$ cat src/rtl/aes_pkg.sv
// aes_pkg
// Shared definitions for the AES round controller and anything that talks to
// its external round datapath and key schedule.
//   NR_AES128      : number of rounds for AES-128
//   NR_MAX         : largest round count the 4-bit round counter must reach
//   block_t        : 128-bit block, byte 0 = bits [127:120]
//   aes_state_t    : 4x4 byte array indexed [row][col]
//   state_e        : controller FSM state encoding
//   to_state_array / from_state_array : block <-> [row][col] mapping
package aes_pkg;

    localparam int NR_AES128 = 10;
    localparam int NR_MAX    = 14;
    localparam int RK_IDX_W  = 4;

    typedef logic [127:0] block_t;

    // s[r][c] holds input byte (r + 4*c): bytes fill the array column by column.
    typedef logic [0:3][0:3][7:0] aes_state_t;

    typedef enum logic [1:0] {
        IDLE  = 2'd0,
        ROUND = 2'd1,
        DONE  = 2'd2
    } state_e;

    function automatic aes_state_t to_state_array(input block_t blk);
        aes_state_t s;
        s = '0;
        for (int c = 0; c < 4; c++) begin
            for (int r = 0; r < 4; r++) begin
                s[r][c] = blk[127 - 8 * (r + 4 * c) -: 8];
            end
        end
        return s;
    endfunction

    function automatic block_t from_state_array(input aes_state_t s);
        block_t blk;
        blk = '0;
        for (int c = 0; c < 4; c++) begin
            for (int r = 0; r < 4; r++) begin
                blk[127 - 8 * (r + 4 * c) -: 8] = s[r][c];
            end
        end
        return blk;
    endfunction

endpackage

$ cat src/rtl/aes_round_ctrl.sv
// aes_round_ctrl
// Iterative AES encryption sequencer: one round per clock, datapath and key
// schedule live outside this block and answer combinationally.
//   clk, rst         : clock, asynchronous active-high reset
//   in_valid/ready   : plaintext handshake, in_block carries the plaintext
//   abort            : synchronous cancel, returns to IDLE and drops the block
//   rk_idx, rk_data  : round-key request and the key returned for it
//   dp_state/last    : state fed to the round datapath, last = skip mix_column
//   dp_result        : round datapath output
//   out_valid/ready  : ciphertext handshake, out_block carries the ciphertext
//   busy             : controller is not idle
//
// state | meaning
// ------+-----------------------------------------------------------
// IDLE  | waiting for a block; key 0 is requested for the initial XOR
// ROUND | one AES round per cycle, round counter runs 1..NR
// DONE  | ciphertext held on out_block until out_ready
import aes_pkg::*;

module aes_round_ctrl #(
    parameter int NR = NR_AES128
) (
    input  logic         clk,
    input  logic         rst,
    input  logic         in_valid,
    output logic         in_ready,
    input  logic [127:0] in_block,
    input  logic         abort,
    output logic [3:0]   rk_idx,
    input  logic [127:0] rk_data,
    output logic [127:0] dp_state,
    output logic         dp_last,
    input  logic [127:0] dp_result,
    output logic         out_valid,
    input  logic         out_ready,
    output logic [127:0] out_block,
    output logic         busy
);

    localparam logic [3:0] NR_L = 4'(NR);

    state_e       state_q, state_d;
    logic [3:0]   round_q, round_d;
    block_t       data_q,  data_d;

    logic         last_round;

    assign last_round = (round_q == NR_L);

    always_ff @(posedge clk or posedge rst) begin
        if (rst) begin
            state_q <= IDLE;
            round_q <= '0;
            data_q  <= '0;
        end else begin
            state_q <= state_d;
            round_q <= round_d;
            data_q  <= data_d;
        end
    end

    always_comb begin
        state_d   = state_q;
        round_d   = round_q;
        data_d    = data_q;
        in_ready  = 1'b0;
        rk_idx    = '0;
        dp_state  = '0;
        dp_last   = 1'b0;
        out_valid = 1'b0;
        out_block = '0;
        busy      = 1'b1;

        unique case (state_q)
            IDLE: begin
                busy     = 1'b0;
                in_ready = ~abort;
                if (in_valid && !abort) begin
                    data_d  = in_block ^ rk_data;
                    round_d = 4'd1;
                    state_d = ROUND;
                end
            end

            ROUND: begin
                rk_idx   = round_q;
                dp_state = data_q;
                dp_last  = last_round;
                if (abort) begin
                    data_d  = '0;
                    round_d = '0;
                    state_d = IDLE;
                end else begin
                    data_d = dp_result;
                    if (last_round) begin
                        // Counter is cleared rather than bumped so it never passes NR.
                        round_d = '0;
                        state_d = DONE;
                    end else begin
                        round_d = round_q + 4'd1;
                    end
                end
            end

            DONE: begin
                out_valid = 1'b1;
                out_block = data_q;
                if (abort || out_ready) begin
                    data_d  = '0;
                    state_d = IDLE;
                end
            end

            default: begin
                data_d  = '0;
                round_d = '0;
                state_d = IDLE;
            end
        endcase
    end

endmodule

$ cat config.mk
export PLATFORM = sky130hd
export DESIGN_NAME = aes_round_ctrl
export DESIGN_NICKNAME = d
export VERILOG_FILES = /design/src/rtl/aes_pkg.sv /design/src/rtl/aes_round_ctrl.sv
export SDC_FILE = /design/constraint.sdc
export NUM_CORES = 1
export LEC_CHECK = 0
export CELL_PAD_IN_SITES_DETAIL_PLACEMENT = 0
export CELL_PAD_IN_SITES_GLOBAL_PLACEMENT = 1
export CORE_AREA = 4 4 253 255
export CTS_CLUSTER_DIAMETER = 50
export DETAILED_ROUTE_END_ITERATION = 7
export DIE_AREA = 0 0 257 259
export PLACE_DENSITY_LB_ADDON = 0.08
export SYNTH_ARGS = -nofsm -noshare
export SYNTH_HDL_FRONTEND = slang
export SYNTH_SLANG_ARGS = --single-unit
$ cat constraint.sdc
create_clock -name clk -period 5.95 [get_ports clk]
set_input_delay 0.8925 -clock clk [delete_from_list [all_inputs] [get_ports clk]]
set_output_delay 0.8925 -clock clk [all_outputs]
set_load 0.05 [all_outputs]
==> reports/qor.csv <==
stage;metric;value;unit
synth;Mapped Cells;1165;
cells_and_area;synthesis-to-finish area growth;75.1;%
timing;Worst-Margin Slew;1.07;ns
power_and_ir_drop;Pwr Total;5770;uW
worst_setup_path;CP startpoint kind;register;
synth;most common cell in the synthesized netlist;and2_1;
detailed_routing;remaining antenna violation count;0;
clock_tree;CTS Hold Bufs;0;
global_routing;grt total ovfl;0;
detailed_routing;initial DRC count;356;
detailed_routing;drt pass-1 iters;4;
placement;PortBufs;652;
clock_tree;cts repair resizes;0;
clock_tree;Setup Buffers After CTS;0;
worst_setup_path;CP Data Required Time;5.06;ns
timing;fin crit period;4.44;ns
clock_tree;clk buf depth;2;
floorplan;core footprint;61600;um2
timing;Clock Skews;0.0101;ns
timing;Fin. Hold Viols;0;
job;MaxCap Viol Count;0;
synth;top post-synthesis cells by area;dfrtp_1, and2_1, mux2_2, xor2_1, a211oi_1;
power_and_ir_drop;LEAKAGE;0.00706;uW
worst_setup_path;Crit Path Category;register to output pin;
floorplan;row cnt;91;
synth;Mapped Nets;1556;
worst_setup_path;CP max FO;81;
timing;Fmax;225;MHz
synth;syn avg cell area;9.01;um2
clock_tree;Reg clk slew, reported paths;0.06;ns
cells_and_area;Nets;2140;
synth;area leader, netlist;dfrtp_1;
outcome;status;complete, no violations;
floorplan;Die Wd;257;um
power_and_ir_drop;maximum vdd ir drop;218;uV
floorplan;io pins;653;
detailed_routing;drt via density;3.95;
timing;max-slew violation count;0;
synth;yosys warns;0;
global_routing;vias in the first global route;10900;
placement;Placer Congestion;0.756;
timing;Slew headroom;0.285;
floorplan;Die Ht;259;um
global_routing;All-Layer GR Usage;0.157;
detailed_routing;final wirelength;53600;um
detailed_routing;Post-route DRC;0;
clock_tree;TritonCTS clock tree;yes;
global_routing;first-pass GRT wire length;76800;um
synth;ys async rst share;1.00;
worst_setup_path;arrival time of the worst setup path;3.55;ns
synth;Synth Cell Area;10500;um2
cells_and_area;layout cell share with drive strength beyond 1;0.0925;
floorplan;initial core utilization;0.170;
placement;Final HPWL DP;41100;um
hold_path;Hold Path Class;register to register;
timing;RSZ-0062 raised after global routing;false;
synth;distinct cell type count after synthesis;28;
detailed_routing;routed via count;10300;
timing;Setup TNS Final;0;ns
synth;Most used DFF post-synth;dfrtp_1;
synth;Post-synth top cells;and2_1, dfrtp_1, nor2_1;
clock_tree;H-tree levels;4;
synth;Post-synth EDFFs;0;
global_routing;largest net degree at the start of global routing;93;
power_and_ir_drop;Pwr Density;314;nW/um2
clock_tree;Clk Latency, worst-skew pair;0.48;ns
clock_tree;clock sink count;134;
floorplan;die area;66600;um2
timing;setup violators final;0;
detailed_routing;Routed wire per std cell;20.6;um
synth;post-synth top area share;0.319;
clock_tree;CTS Buf Count;17;
synth;sequential element share of the synthesized area;0.319;
clock_tree;root buffer cell;clkbuf_16;
synth;Seq cells post-synth;134;
timing;Tcrit/Tclk final;0.746;
global_routing;initial antenna violation count;10;
worst_setup_path;crit end category;output pin;
report_power, final:
part	internal, uW	total (uW)	switching [uW]	leakage [uW]
logic	1220	2820	1600	0.00514
registers	1300	1700	402	0.00160
clock network	777	1250	472	0.000316
per-stage QoR:
stage,util,std cells,setup WS [ns],hold WS (ns),cell area [um2]
3_5_place_dp,0.287,2567,1.90,0.501,17700
2_1_floorplan,-,1165,1.47,0.470,10500
3_3_place_gp,0.287,2567,1.91,0.490,17700
4_1_cts,0.298,2599,1.35,0.516,18400
6_report,0.298,2606,1.51,0.505,18400
5_1_grt,0.298,2603,1.24,0.539,18400
cells by family (layout without fill, tap and decap cells):
logic type	after synthesis	in the layout	synth area share
flip-flops	134	134	0.319
XOR/XNOR	129	129	0.108
multiplexers	129	129	0.138
AND/OR/NAND/NOR	533	533	0.287
AO/OA/AOI/OAI	135	135	0.0962
buffers and inverters	103	700	0.0490
other	0	7	0
adder cells (fa/ha/maj)	2	2	0.00238
routing by layer:
metal  GRT usage  wire, um  vias to the layer above
li1            -         -                     5026
met1       0.169     20400                     4886
met2       0.291     28500                      329
met3      0.0535      3710                       45
met4      0.0435       902                        6
met5           0        41                        -
path summary, 6_finish.rpt:
path | end | depth (start not counted) | slack [ns] | startpoint
max | out_block[97] | 4 | 1.51 | state_q[0]
min | data_q[43] | 1 | 0.51 | data_q[43]
max reg2reg | data_q[46] | 5 | 2.39 | state_q[1]
min reg2reg | data_q[43] | 1 | 0.51 | data_q[43]
max in group asynchronous | state_q[1] | 3 | 3.88 | rst
min in group asynchronous | data_q[48] | 2 | 0.84 | rst
sequential cells by signal, summed over array words and instances (netlist names):
register  flops
data_q      128
state_q       2
round_q       4
cell usage in the layout (no fill, tap or decap), drive strengths merged, types with 2 or more instances in the layout:
master,Yosys,final
nor3b,3,3
and2,260,260
buf,32,15
o2bb2ai,2,2
ha,2,2
dfrtp,134,134
clkdlybuf4s50,0,651
clkinvlp,0,3
clkbuf,69,21
a211oi,128,128
nor2b,3,3
clkinv,0,2
inv,2,3
a21oi,2,2
mux2,128,128
nor2,134,134
nand2b,129,129
nand3b,2,2
bufinv,0,5
xor2,129,129
diode,0,7
worst max-delay path, stage by stage, from the launching register on:
cell,delay (ns)
dfrtp_4,0.78
nor2b_4,0.55
buf_4,0.58
and2_1,0.22
clkdlybuf4s50_1,0.85
layout make-up:
type | instances | area (um2)
flip-flops and latches | 134 | 3360
well taps | 837 | 1050
clock buffers | 21 | 470
diodes | 7 | 17.5
repair buffers | 666 | 6630
inverters | 2 | 12.5
fillers | 6536 | 43200
multi-input cells | 928 | 6650
clock inverters | 11 | 195
Note: power is estimated with default switching activity, not from simulation.
